<file path="src/rtl/vga_pkg.sv">
// Shared types and default 640x480@60 timing for the VGA output stage.
package vga_pkg;

    typedef logic [3:0]  pixel_t;
    typedef logic [18:0] fb_addr_t;

    // Per-pixel control bits that travel alongside the frame-buffer read.
    // The all-zero value means "blank, no sync active".
    typedef struct packed {
        logic first;    // pixel (0,0) of the frame
        logic vs_act;   // vertical sync pulse region
        logic hs_act;   // horizontal sync pulse region
        logic visible;  // inside the active picture
    } pix_ctl_t;

    localparam int H_ACTIVE_DEF = 640;
    localparam int H_FP_DEF     = 16;
    localparam int H_SYNC_DEF   = 96;
    localparam int H_BP_DEF     = 48;
    localparam int V_ACTIVE_DEF = 480;
    localparam int V_FP_DEF     = 10;
    localparam int V_SYNC_DEF   = 2;
    localparam int V_BP_DEF     = 33;
    localparam int RD_LAT_DEF   = 1;
    localparam bit SYNC_POL_DEF = 1'b0;

    // Total clocks per line, or total lines per frame, from the four segments.
    function automatic int vga_total(input int active, input int fp, input int sync, input int bp);
        return active + fp + sync + bp;
    endfunction

endpackage

</file>
<file path="src/rtl/vga_if.sv">
// Frame-buffer read port and VGA pin bundle.
interface vga_if;
    import vga_pkg::*;

    fb_addr_t rd_addr;
    pixel_t   rd_data;
    pixel_t   vga_r;
    pixel_t   vga_g;
    pixel_t   vga_b;
    logic     vga_hsync;
    logic     vga_vsync;
    logic     frame_start;

    // Video source: issues reads, drives the pins.
    modport master (
        output rd_addr,
        input  rd_data,
        output vga_r,
        output vga_g,
        output vga_b,
        output vga_hsync,
        output vga_vsync,
        output frame_start
    );

    // Frame buffer / display side.
    modport slave (
        input  rd_addr,
        output rd_data,
        input  vga_r,
        input  vga_g,
        input  vga_b,
        input  vga_hsync,
        input  vga_vsync,
        input  frame_start
    );

endinterface

</file>
<file path="src/rtl/vga_timing.sv">
// Horizontal/vertical raster counters and the stage-0 position decodes.
module vga_timing
    import vga_pkg::*;
#(
    parameter int H_ACTIVE = H_ACTIVE_DEF,
    parameter int H_FP     = H_FP_DEF,
    parameter int H_SYNC   = H_SYNC_DEF,
    parameter int H_BP     = H_BP_DEF,
    parameter int V_ACTIVE = V_ACTIVE_DEF,
    parameter int V_FP     = V_FP_DEF,
    parameter int V_SYNC   = V_SYNC_DEF,
    parameter int V_BP     = V_BP_DEF
) (
    input  logic     clk25,
    input  logic     rst_n,
    output pix_ctl_t ctl,   // decodes for the current (h,v)
    output logic     last   // (H_TOTAL-1, V_TOTAL-1): last clock of the frame
);

    localparam int H_TOTAL = vga_total(H_ACTIVE, H_FP, H_SYNC, H_BP);
    localparam int V_TOTAL = vga_total(V_ACTIVE, V_FP, V_SYNC, V_BP);
    localparam int HW      = $clog2(H_TOTAL);
    localparam int VW      = $clog2(V_TOTAL);

    logic [HW-1:0] h_cnt_q, h_cnt_d;
    logic [VW-1:0] v_cnt_q, v_cnt_d;
    logic          h_wrap;
    logic          v_wrap;

    // Next raster position: h wraps every line, v advances on the h wrap.
    always_comb begin
        // NOTE: every always_comb output gets a default first so no path leaves it unassigned (no latch).
        h_wrap  = (h_cnt_q == HW'(H_TOTAL - 1));
        v_wrap  = (v_cnt_q == VW'(V_TOTAL - 1));
        h_cnt_d = h_cnt_q + HW'(1);
        v_cnt_d = v_cnt_q;
        if (h_wrap) begin
            h_cnt_d = '0;
            v_cnt_d = v_wrap ? '0 : v_cnt_q + VW'(1);
        end
    end

    // Raster counter registers; reset parks the beam at (0,0).
    always_ff @(posedge clk25 or negedge rst_n) begin
        // NOTE: sequential state uses non-blocking assignments so every flop samples pre-edge values.
        if (!rst_n) begin
            h_cnt_q <= '0;
            v_cnt_q <= '0;
        end else begin
            h_cnt_q <= h_cnt_d;
            v_cnt_q <= v_cnt_d;
        end
    end

    // Region decodes for the position held in the counters this clock.
    always_comb begin
        ctl         = '0;
        ctl.visible = (int'(h_cnt_q) < H_ACTIVE) && (int'(v_cnt_q) < V_ACTIVE);
        ctl.hs_act  = (int'(h_cnt_q) >= H_ACTIVE + H_FP) &&
                      (int'(h_cnt_q) <  H_ACTIVE + H_FP + H_SYNC);
        ctl.vs_act  = (int'(v_cnt_q) >= V_ACTIVE + V_FP) &&
                      (int'(v_cnt_q) <  V_ACTIVE + V_FP + V_SYNC);
        ctl.first   = (h_cnt_q == '0) && (v_cnt_q == '0);
        last        = h_wrap && v_wrap;
    end

endmodule

</file>
<file path="src/rtl/vga_out.sv">
// VGA output stage: frame-buffer address generation, read-latency
// compensation of the control bits, and the registered pin outputs.
module vga_out
    import vga_pkg::*;
#(
    parameter int H_ACTIVE = H_ACTIVE_DEF,
    parameter int H_FP     = H_FP_DEF,
    parameter int H_SYNC   = H_SYNC_DEF,
    parameter int H_BP     = H_BP_DEF,
    parameter int V_ACTIVE = V_ACTIVE_DEF,
    parameter int V_FP     = V_FP_DEF,
    parameter int V_SYNC   = V_SYNC_DEF,
    parameter int V_BP     = V_BP_DEF,
    parameter int RD_LAT   = RD_LAT_DEF,   // 1..3
    parameter bit SYNC_POL = SYNC_POL_DEF  // active level of both syncs
) (
    input logic   clk25,
    input logic   rst_n,
    vga_if.master vif
);

    // Control bits must wait one clock for the address register plus
    // RD_LAT clocks for the buffer, then meet rd_data at the output register.
    localparam int DLY = RD_LAT + 1;

    pix_ctl_t           ctl0;
    logic               last0;
    pix_ctl_t           ctl_out;
    fb_addr_t           rd_addr_q, rd_addr_d;
    pix_ctl_t [DLY-1:0] dly_q, dly_d;
    pixel_t             pix_q, pix_d;
    logic               hsync_q, hsync_d;
    logic               vsync_q, vsync_d;
    logic               fs_q, fs_d;

    vga_timing #(
        .H_ACTIVE (H_ACTIVE),
        .H_FP     (H_FP),
        .H_SYNC   (H_SYNC),
        .H_BP     (H_BP),
        .V_ACTIVE (V_ACTIVE),
        .V_FP     (V_FP),
        .V_SYNC   (V_SYNC),
        .V_BP     (V_BP)
    ) u_timing (
        .clk25 (clk25),
        .rst_n (rst_n),
        .ctl   (ctl0),
        .last  (last0)
    );

    assign ctl_out = dly_q[DLY-1];

    // Read address: one step per visible pixel, held in blanking, and
    // restarted at 0 so the first pixel of each frame reads address 0.
    always_comb begin
        rd_addr_d = rd_addr_q;
        if (last0) begin
            rd_addr_d = '0;
        end else if (ctl0.visible) begin
            rd_addr_d = ctl0.first ? '0 : rd_addr_q + fb_addr_t'(1);
        end
    end

    // Delay line shift and output formatting of the aligned pixel.
    always_comb begin
        dly_d   = {dly_q[DLY-2:0], ctl0};
        // Blanked pixels select a constant, so garbage on rd_data never reaches the pins.
        pix_d   = ctl_out.visible ? vif.rd_data : '0;
        hsync_d = ctl_out.hs_act ? SYNC_POL : ~SYNC_POL;
        vsync_d = ctl_out.vs_act ? SYNC_POL : ~SYNC_POL;
        fs_d    = ctl_out.first;
    end

    // Address, delay-line and pin registers.
    always_ff @(posedge clk25 or negedge rst_n) begin
        if (!rst_n) begin
            rd_addr_q <= '0;
            // NOTE: the delay line is reset too, otherwise a stale sync or visible bit could leak out after a mid-frame reset.
            dly_q     <= '0;
            pix_q     <= '0;
            hsync_q   <= ~SYNC_POL;
            vsync_q   <= ~SYNC_POL;
            fs_q      <= 1'b0;
        end else begin
            rd_addr_q <= rd_addr_d;
            dly_q     <= dly_d;
            pix_q     <= pix_d;
            hsync_q   <= hsync_d;
            vsync_q   <= vsync_d;
            fs_q      <= fs_d;
        end
    end

    assign vif.rd_addr     = rd_addr_q;
    assign vif.vga_r       = pix_q;
    assign vif.vga_g       = pix_q;
    assign vif.vga_b       = pix_q;
    assign vif.vga_hsync   = hsync_q;
    assign vif.vga_vsync   = vsync_q;
    assign vif.frame_start = fs_q;

endmodule

</file>
<file path="src/flat_wrapper.sv">
// flat-port wrapper written by rule: the top's interface ports become plain ports
module vga_out_flat import vga_pkg::*;
#(
    parameter int H_ACTIVE = H_ACTIVE_DEF,
    parameter int H_FP     = H_FP_DEF,
    parameter int H_SYNC   = H_SYNC_DEF,
    parameter int H_BP     = H_BP_DEF,
    parameter int V_ACTIVE = V_ACTIVE_DEF,
    parameter int V_FP     = V_FP_DEF,
    parameter int V_SYNC   = V_SYNC_DEF,
    parameter int V_BP     = V_BP_DEF,
    parameter int RD_LAT   = RD_LAT_DEF,          
    parameter bit SYNC_POL = SYNC_POL_DEF                               
)
  (clk25, rst_n, vif_rd_addr, vif_rd_data, vif_vga_r, vif_vga_g, vif_vga_b, vif_vga_hsync, vif_vga_vsync, vif_frame_start);
  vga_if vif_i ();
  input logic clk25;
  input logic rst_n;
  output wire logic [$bits(vif_i.rd_addr)-1:0] vif_rd_addr;
  input wire logic [$bits(vif_i.rd_data)-1:0] vif_rd_data;
  output wire logic [$bits(vif_i.vga_r)-1:0] vif_vga_r;
  output wire logic [$bits(vif_i.vga_g)-1:0] vif_vga_g;
  output wire logic [$bits(vif_i.vga_b)-1:0] vif_vga_b;
  output wire logic [$bits(vif_i.vga_hsync)-1:0] vif_vga_hsync;
  output wire logic [$bits(vif_i.vga_vsync)-1:0] vif_vga_vsync;
  output wire logic [$bits(vif_i.frame_start)-1:0] vif_frame_start;
  assign vif_rd_addr = vif_i.rd_addr;
  assign vif_i.rd_data = vif_rd_data;
  assign vif_vga_r = vif_i.vga_r;
  assign vif_vga_g = vif_i.vga_g;
  assign vif_vga_b = vif_i.vga_b;
  assign vif_vga_hsync = vif_i.vga_hsync;
  assign vif_vga_vsync = vif_i.vga_vsync;
  assign vif_frame_start = vif_i.frame_start;
  vga_out #(.H_ACTIVE(H_ACTIVE), .H_FP(H_FP), .H_SYNC(H_SYNC), .H_BP(H_BP), .V_ACTIVE(V_ACTIVE), .V_FP(V_FP), .V_SYNC(V_SYNC), .V_BP(V_BP), .RD_LAT(RD_LAT), .SYNC_POL(SYNC_POL)) u_core (.clk25(clk25), .rst_n(rst_n), .vif(vif_i));
endmodule
</file>
<file path="config.mk">
export PLATFORM = sky130hd
export DESIGN_NAME = vga_out_flat
export DESIGN_NICKNAME = d
export VERILOG_FILES = /design/src/rtl/vga_pkg.sv /design/src/rtl/vga_if.sv /design/src/rtl/vga_timing.sv /design/src/rtl/vga_out.sv /design/src/flat_wrapper.sv
export SDC_FILE = /design/constraint.sdc
export NUM_CORES = 1
export LEC_CHECK = 0
export CAP_MARGIN = 15
export CORE_MARGIN = 1.5
export CORE_UTILIZATION = 50
export CTS_BUF_LIST = sky130_fd_sc_hd__clkbuf_8
export DETAILED_ROUTE_END_ITERATION = 8
export GPL_TIMING_DRIVEN = 0
export PLACE_DENSITY = 0.77
export SETUP_SLACK_MARGIN = 0.1
export SLEW_MARGIN = 25
export SYNTH_ARGS = -nofsm -noshare
export SYNTH_HDL_FRONTEND = slang
export SYNTH_SLANG_ARGS = --single-unit
</file>
<file path="constraint.sdc">
create_clock -name clk25 -period 2.5 [get_ports clk25]
set_input_delay 0.5 -clock clk25 [delete_from_list [all_inputs] [get_ports clk25]]
set_output_delay 0.5 -clock clk25 [all_outputs]
set_load 0.01 [all_outputs]
</file>
==> impl_metrics.py, run 1 <==
metrics = {
    "routing": {
        "drt_iter0_drc": 212,
        "detail-route-antenna-nets": 0,
        "num_vias": 2122,
        "drt-total-wl_um": 5360,
        "vias_per_cell": 5.61,
        "routedWlPerCell_um": 14.2,
        "drt-pass1-iter-count": 4,
        "route.detailed.drc": 0,
    },
    "timing": {
        "drv_slew": 0,
        "whs_ps": 214,
        "rsz0062_at_grt": "false",
        "period_needed_ps": 1970,
        "fin_setup_tns_ps": 0,
        "setup_viol": 0,
        "finClkSkew_ps": 5.14,
        "period_share_pct": 78.6,
        "fmax_mhz": 509,
        "relSlewSlack_pct": 57.0,
        "tightest_slew_ps": 645,
        "hold_viol": 0,
    },
    "yosys": {
        "ys_ff_latch": 54,
        "synthesis.instances": 261,
        "ys_types": 52,
        "ys_warn_count": 0,
        "synthArstFlopShare_pct": 100,
        "synth_top_area_cell": "dfrtp_1",
        "avgSynthCellArea_um2": 10.5,
        "synth_edf_count": 0,
        "synth_fp_nets": 272,
        "netlist_top_cells_count": "dfrtp_1, nand2_1, nor2_1, o21ai_0, inv_1",
        "syn_area_mm2": 0.00274,
        "ys_top_cells_by_area": "dfrtp_1, a22o_1, buf_4",
        "ys_dominant_reg_cell": "dfrtp_1",
        "synth-seq-area-share_pct": 49.4,
        "synth_most_common_cell": "dfrtp_1",
        "synth_top_area_share_pct": 47.5,
    },
    "clock_tree": {
        "clk_pin_slew_ps": 100,
        "cts.sinks": 54,
        "clockBufferDepth": 2,
        "cts_tree": "done",
        "htree_levels": 2,
        "cts_root_buffer": "clkbuf_8",
        "clock_latency_ps": 310,
        "post_cts_buffers": 0,
        "ctsHoldBuffers": 0,
        "ctsResizeCount": 0,
        "cts_buffers": 5,
    },
    "layout": {
        "antenna-diode-count": 0,
        "drive_gt1_share_pct": 15.3,
        "nets": 318,
        "syn_to_final_growth_pct": 20.8,
    },
    "floorplanning": {
        "die_width_um": 77.0,
        "num_rows": 26,
        "die-area_mm2": 0.00593,
        "die_y_um": 77.0,
        "ios": 40,
        "start_util_pct": 52.6,
        "core_area_mm2": 0.00520,
    },
    "placement": {
        "port_buffers": 39,
        "dpl.hpwl_um": 3710,
        "gp_congestion": 0.879,
    },
    "global_route": {
        "grt_busiest_layer": "met2",
        "grt_pass1_vias": 2027,
        "grt_remaining_overflow": 0,
        "use_met1_pct": 26.1,
        "grt_util_all_layers_pct": 20.1,
        "grt_pass1_wl_um": 9560,
        "grt_max_degree": 55,
        "gr-usage-met2_pct": 33.2,
        "antenna_found_initial": 0,
        "met3_usage_pct": 4.52,
    },
    "critical_path": {
        "critPathTopFamily": "simple AND/OR/NAND/NOR gates",
        "path_max_fanout": 10,
        "criticalPathCategory": "flip-flop to flip-flop",
        "worstSetupEndpointType": "flip-flop",
        "start_kind": "flip-flop",
        "crit_arrival_ps": 2190,
        "crit_chain": "ha_1 > and3_1 > nand4_2 > a21oi_1 > buf_4 > or3_4 > o31ai_2",
        "slowest_stage": "dfrtp_1",
        "required_ps": 2720,
        "slowest_delay_ps": 420,
        "crit_buf_inv": 1,
    },
    "status": {
        "outcome": "finished clean",
    },
    "worst_hold_path": {
        "hold_path.class": "primary input to asynchronous set/reset pin",
    },
    "pwr": {
        "ir_worst_vdd_mv": 0.293,
        "finalPower_mw": 1.43,
        "power.density_mw_per_mm2": 433,
        "leakage_nw": 1.41,
    },
    "run": {
        "maxCapViolCount": 0,
    },
}
## sequential cells by signal, indices dropped and copies added (netlist names)
name                     flops
u_core.u_timing.v_cnt_q     10
u_core.u_timing.h_cnt_q     10
u_core.vif.frame_start       1
u_core.ctl_out               3
u_core.fs_d                  1
u_core.vif.vga_vsync         1
u_core.vif.rd_addr          19
u_core.dly_d                 4
u_core.vif.vga_hsync         1
u_core.vif.vga_b             4
## stage by stage
stage	std cells	util (%)	setup slack (ps)	instance area, um2
finish	378	63.6	535	3310
global route	378	63.6	395	3310
CTS	378	63.6	524	3310
detailed placement	370	61.8	553	3220
global placement	370	61.8	-682	3220
floorplan	261	-	715	2740
## cells by family (layout without fill, tap and decap cells)
logic type | count (synthesis) | count (layout) | share of synthesized area (%)
AO/OA/AOI/OAI | 57 | 57 | 14.7
buffers and inverters | 32 | 79 | 6.71
AND/OR/NAND/NOR | 101 | 101 | 23.0
multiplexers | 1 | 1 | 0.411
adder cells (fa/ha/maj) | 5 | 5 | 2.28
XOR/XNOR | 11 | 11 | 3.52
flip-flops | 54 | 54 | 49.4
## layout make-up
type | count | area [um2]
Fill cell | 424 | 1900
Sequential cell | 54 | 1350
Multi-Input combinational cell | 175 | 1200
Timing Repair Buffer | 39 | 388
Buffer | 17 | 128
Tap cell | 70 | 87.6
Clock buffer | 5 | 68.8
Inverter | 15 | 56.3
Clock inverter | 3 | 25.0
## placed cells by master (no fill, tap or decap), types with 7 or more instances in the layout
cell type	instances
buf_4	13
nor2_1	16
nand3_1	12
clkdlybuf4s50_1	38
and3_1	9
a22o_1	11
inv_1	14
nor3_1	7
dfrtp_1	52
o21ai_0	16
nand2_1	17
nand4_1	7
## worst paths after layout
path,startpoint,endpoint,slack [ps],cells past startpoint
worst max register to register,u_core.u_timing.h_cnt_q[0]$_DFF_PN0_,u_core.vif.rd_addr[15]$_DFFE_PN0P_,530,7
worst min register to register,u_core.ctl_out[1]$_DFF_PN0_,u_core.vif.vga_hsync$_DFF_PN1_,350,1
worst max-delay path,u_core.u_timing.h_cnt_q[0]$_DFF_PN0_,u_core.vif.rd_addr[15]$_DFFE_PN0P_,530,7
min in group clk25,u_core.ctl_out[1]$_DFF_PN0_,u_core.vif.vga_hsync$_DFF_PN1_,350,1
worst min-delay path,rst_n,u_core.u_timing.h_cnt_q[0]$_DFF_PN0_,210,1
max in group asynchronous,rst_n,u_core.vif.rd_addr[18]$_DFFE_PN0P_,1870,1
## power breakdown
part           switching [mW]  leakage, nW  internal (mW)
clock                   0.295       0.0447          0.203
combinational          0.0268        0.666         0.0319
sequential            0.00225        0.704          0.876
total                   0.324         1.41           1.11
## layer usage
| layer | vias to the layer above | share of wire, % |
|---|---|---|
| li1 | 1028 | - |
| met1 | 1021 | 45 |
| met2 | 67 | 49 |
| met3 | 6 | 5.0 |
| met4 | 0 | 1.0 |
| met5 | - | 0 |
Note: power is estimated with default switching activity, not from simulation.
==> inputs of run 2 (changes only) <==
--- a/config.mk
+++ b/config.mk
@@ -11,7 +11,7 @@
 export CTS_BUF_LIST = sky130_fd_sc_hd__clkbuf_8
 export DETAILED_ROUTE_END_ITERATION = 8
 export GPL_TIMING_DRIVEN = 0
-export PLACE_DENSITY = 0.77
+export PLACE_DENSITY = 0.8
 export SETUP_SLACK_MARGIN = 0.1
 export SLEW_MARGIN = 25
 export SYNTH_ARGS = -nofsm -noshare
==> constraint.sdc (replaced) <==
create_clock -name clk25 -period 1.6 [get_ports clk25]
set_input_delay 0.32 -clock clk25 [delete_from_list [all_inputs] [get_ports clk25]]
set_output_delay 0.32 -clock clk25 [all_outputs]
set_load 0.01 [all_outputs]
==> run 2 against run 1 <==
The run now ends with setup timing left. Clock power rose by 81%. Non-clock buffer count rose by 40. Final area rose by 16%. Count of clock-buffer cells in the layout did not move. Die area did not move. Wire length rose by 28%. Sequential share of layout area fell by 5.4 points. Fmax rose by 2.9%. Combinational power rose by 47%. Via count rose by 12%. Core utilization rose by 10 points. Final cell count rose by 11%. Highest routed layer unchanged.
==> impl_metrics.py, run 2 (same netlist as run 1, synthesis figures left out) <==
metrics = {
    "global_route": {
        "grt_pass1_vias": 2264,
        "grt_util_all_layers_pct": 23.4,
        "grt_max_degree": 55,
        "grt_remaining_overflow": 0,
        "grt_pass1_wl_um": 11100,
        "antenna_found_initial": 0,
    },
    "clock_tree": {
        "htree_levels": 2,
        "clock_latency_ps": 310,
        "clk_pin_slew_ps": 100,
        "cts_buffers": 5,
        "cts_tree": "done",
        "cts_root_buffer": "clkbuf_8",
        "cts.sinks": 54,
        "clockBufferDepth": 2,
    },
    "timing": {
        "finClkSkew_ps": 6.15,
        "fmax_mhz": 524,
        "setup_slack_ps": -310,
        "period_share_pct": 119,
        "period_needed_ps": 1910,
        "drv_slew": 0,
        "relSlewSlack_pct": 54.2,
        "setup_viol": 26,
        "rsz0062_at_grt": "true",
        "tightest_slew_ps": 687,
        "fin_setup_tns_ps": -5580,
        "hold_viol": 0,
    },
    "critical_path": {
        "slowest_stage": "or4_1",
        "critPathTopFamily": "simple AND/OR/NAND/NOR gates",
        "r2r_end": "u_core.vif.rd_addr[18]$_DFFE_PN0P_",
        "criticalPathCategory": "flip-flop to flip-flop",
        "reg2reg_slack_ps": -310,
        "crit_arrival_ps": 2150,
        "worstRegToRegCells": 6,
        "path_max_fanout": 4,
        "slowest_delay_ps": 430,
        "crit_chain": "ha_4 > nand3_4 > nor3_1 > nand3_1 > or4_1 > o21ai_1",
        "required_ps": 1840,
        "r2r-start": "u_core.vif.rd_addr[1]$_DFFE_PN0P_",
        "crit_buf_inv": 0,
        "start_kind": "flip-flop",
        "crit_cells": 6,
        "worstSetupEndpointType": "flip-flop",
    },
    "routing": {
        "drt-pass1-iter-count": 4,
        "routedWlPerCell_um": 16.4,
        "num_vias": 2385,
        "detail-route-antenna-nets": 0,
        "vias_per_cell": 5.71,
        "route.detailed.drc": 0,
        "drt-total-wl_um": 6850,
        "drt_iter0_drc": 213,
    },
    "pwr": {
        "power.density_mw_per_mm2": 614,
        "power.switching_uw": 489,
        "internal_power_mw": 1.87,
        "ir_worst_vdd_mv": 0.516,
        "p_clk_share_pct": 38.2,
        "leakage_nw": 1.77,
        "seqPwrFrac_pct": 58.1,
        "comb_power_share_pct": 3.7,
        "switching_share_pct": 20.7,
    },
    "layout": {
        "multi_input_area_mm2": 0.00140,
        "largest_reg_flops": 19,
        "antenna-diode-count": 0,
        "ff_latch_area_mm2": 0.00137,
        "final_common_cell": "buf_4",
        "nets": 358,
        "syn_to_final_growth_pct": 40.3,
        "stdcell_area_mm2": 0.00384,
        "drive_gt1_share_pct": 36.8,
        "nFillCells": 356,
        "final_cell_mix": "buf_4, dfrtp_1, dlygate4sd2_1",
    },
    "floorplanning": {
        "core_area_mm2": 0.00520,
        "num_rows": 26,
        "die_y_um": 77.0,
        "ios": 40,
        "die-area_mm2": 0.00593,
        "die_width_um": 77.0,
        "start_util_pct": 52.6,
    },
    "run": {
        "maxCapViolCount": 0,
    },
    "placement": {
        "place_area_mm2": 0.00327,
        "dpl.hpwl_um": 3810,
        "port_buffers": 39,
        "gp_congestion": 0.844,
    },
    "status": {
        "outcome": "finished with violations",
        "violations": "setup timing",
    },
    "worst_hold_path": {
        "hold_path.class": "primary input to asynchronous set/reset pin",
    },
}
[run 2: metal layers]
| layer | vias up | track usage, % | routed length [um] |
|---|---|---|---|
| met2 | 86 | 37.6 | 3380 |
| met3 | 15 | 3.57 | 414 |
| met1 | 1160 | 32.2 | 2930 |
| met5 | - | 0 | 0 |
| li1 | 1124 | - | - |
| met4 | 0 | 8.55 | 131 |
[run 2: worst max-delay path by stage]
stage / startpoint / endpoint
6_report: u_core.vif.rd_addr[1]$_DFFE_PN0P_ / u_core.vif.rd_addr[18]$_DFFE_PN0P_
5_1_grt: u_core.u_timing.h_cnt_q[1]$_DFF_PN0_ / u_core.vif.rd_addr[16]$_DFFE_PN0P_
4_1_cts: u_core.u_timing.h_cnt_q[0]$_DFF_PN0_ / u_core.vif.rd_addr[16]$_DFFE_PN0P_
3_5_place_dp: u_core.u_timing.h_cnt_q[0]$_DFF_PN0_ / u_core.vif.rd_addr[15]$_DFFE_PN0P_
3_3_place_gp: rst_n / u_core.vif.rd_addr[1]$_DFFE_PN0P_
2_1_floorplan: u_core.u_timing.h_cnt_q[0]$_DFF_PN0_ / u_core.vif.rd_addr[15]$_DFFE_PN0P_
[run 2: metrics by stage]
stage / total power [mW] / utilization [%] / setup slack (ps) / cells / hold slack [ps]
6_report: 2.36 / 73.9 / -310 / 418 / 33.9
3_5_place_dp: 1.50 / 62.9 / -265 / 370 / 335
2_1_floorplan: 1.43 / - / -103 / 261 / 24.4
3_3_place_gp: 1.49 / 63.0 / -1540 / 370 / 334
5_1_grt: 2.44 / 73.9 / -438 / 418 / 106
4_1_cts: 2.38 / 70.3 / -235 / 413 / 71.0
[run 2: layout make-up]
class                   count  share of cell area (%)
multi-input cells         175                    36.5
well taps                  70                    2.28
clock buffers               5                    1.79
flip-flops and latches     54                    35.5
plain buffers              17                    4.13
inverters                  15                    1.53
clock inverters             3                    1.07
repair buffers             79                    17.1
[run 2: worst reg2reg max path, stage by stage, from the launching register on]
cell	delay [ps]
dfrtp_2	420
ha_4	170
nand3_4	110
nor3_1	400
nand3_1	220
or4_1	440
o21ai_1	80
[run 2: power groups by stage]
stage,sequential [mW],combinational [mW],clock [mW]
6_report,1.37,0.0864,0.902
5_1_grt,1.37,0.0972,0.971
4_1_cts,1.37,0.0889,0.914
3_5_place_dp,1.40,0.0957,0
3_3_place_gp,1.40,0.0936,0
2_1_floorplan,1.40,0.0236,0
[run 2: timing repair]
| action | in CTS | in global routing |
|---|---|---|
| pin swaps | 5 | 28 |
| gates cloned | 1 | 1 |
| resized for setup | 63 | 39 |
| hold buffers | 0 | 0 |
| endpoints found under the setup margin | 61 | 36 |
| setup buffers | 34 | 4 |
==> inputs of run 3 (changes only) <==
--- a/config.mk
+++ b/config.mk
@@ -10,6 +10,7 @@
 export CORE_UTILIZATION = 50
 export CTS_BUF_LIST = sky130_fd_sc_hd__clkbuf_8
 export DETAILED_ROUTE_END_ITERATION = 8
+export GPL_ROUTABILITY_DRIVEN = 0
 export GPL_TIMING_DRIVEN = 0
 export PLACE_DENSITY = 0.8
 export SETUP_SLACK_MARGIN = 0.1
==> results of run 3 <==
The final DEF is identical to that of run 2; final timing and power are the same.
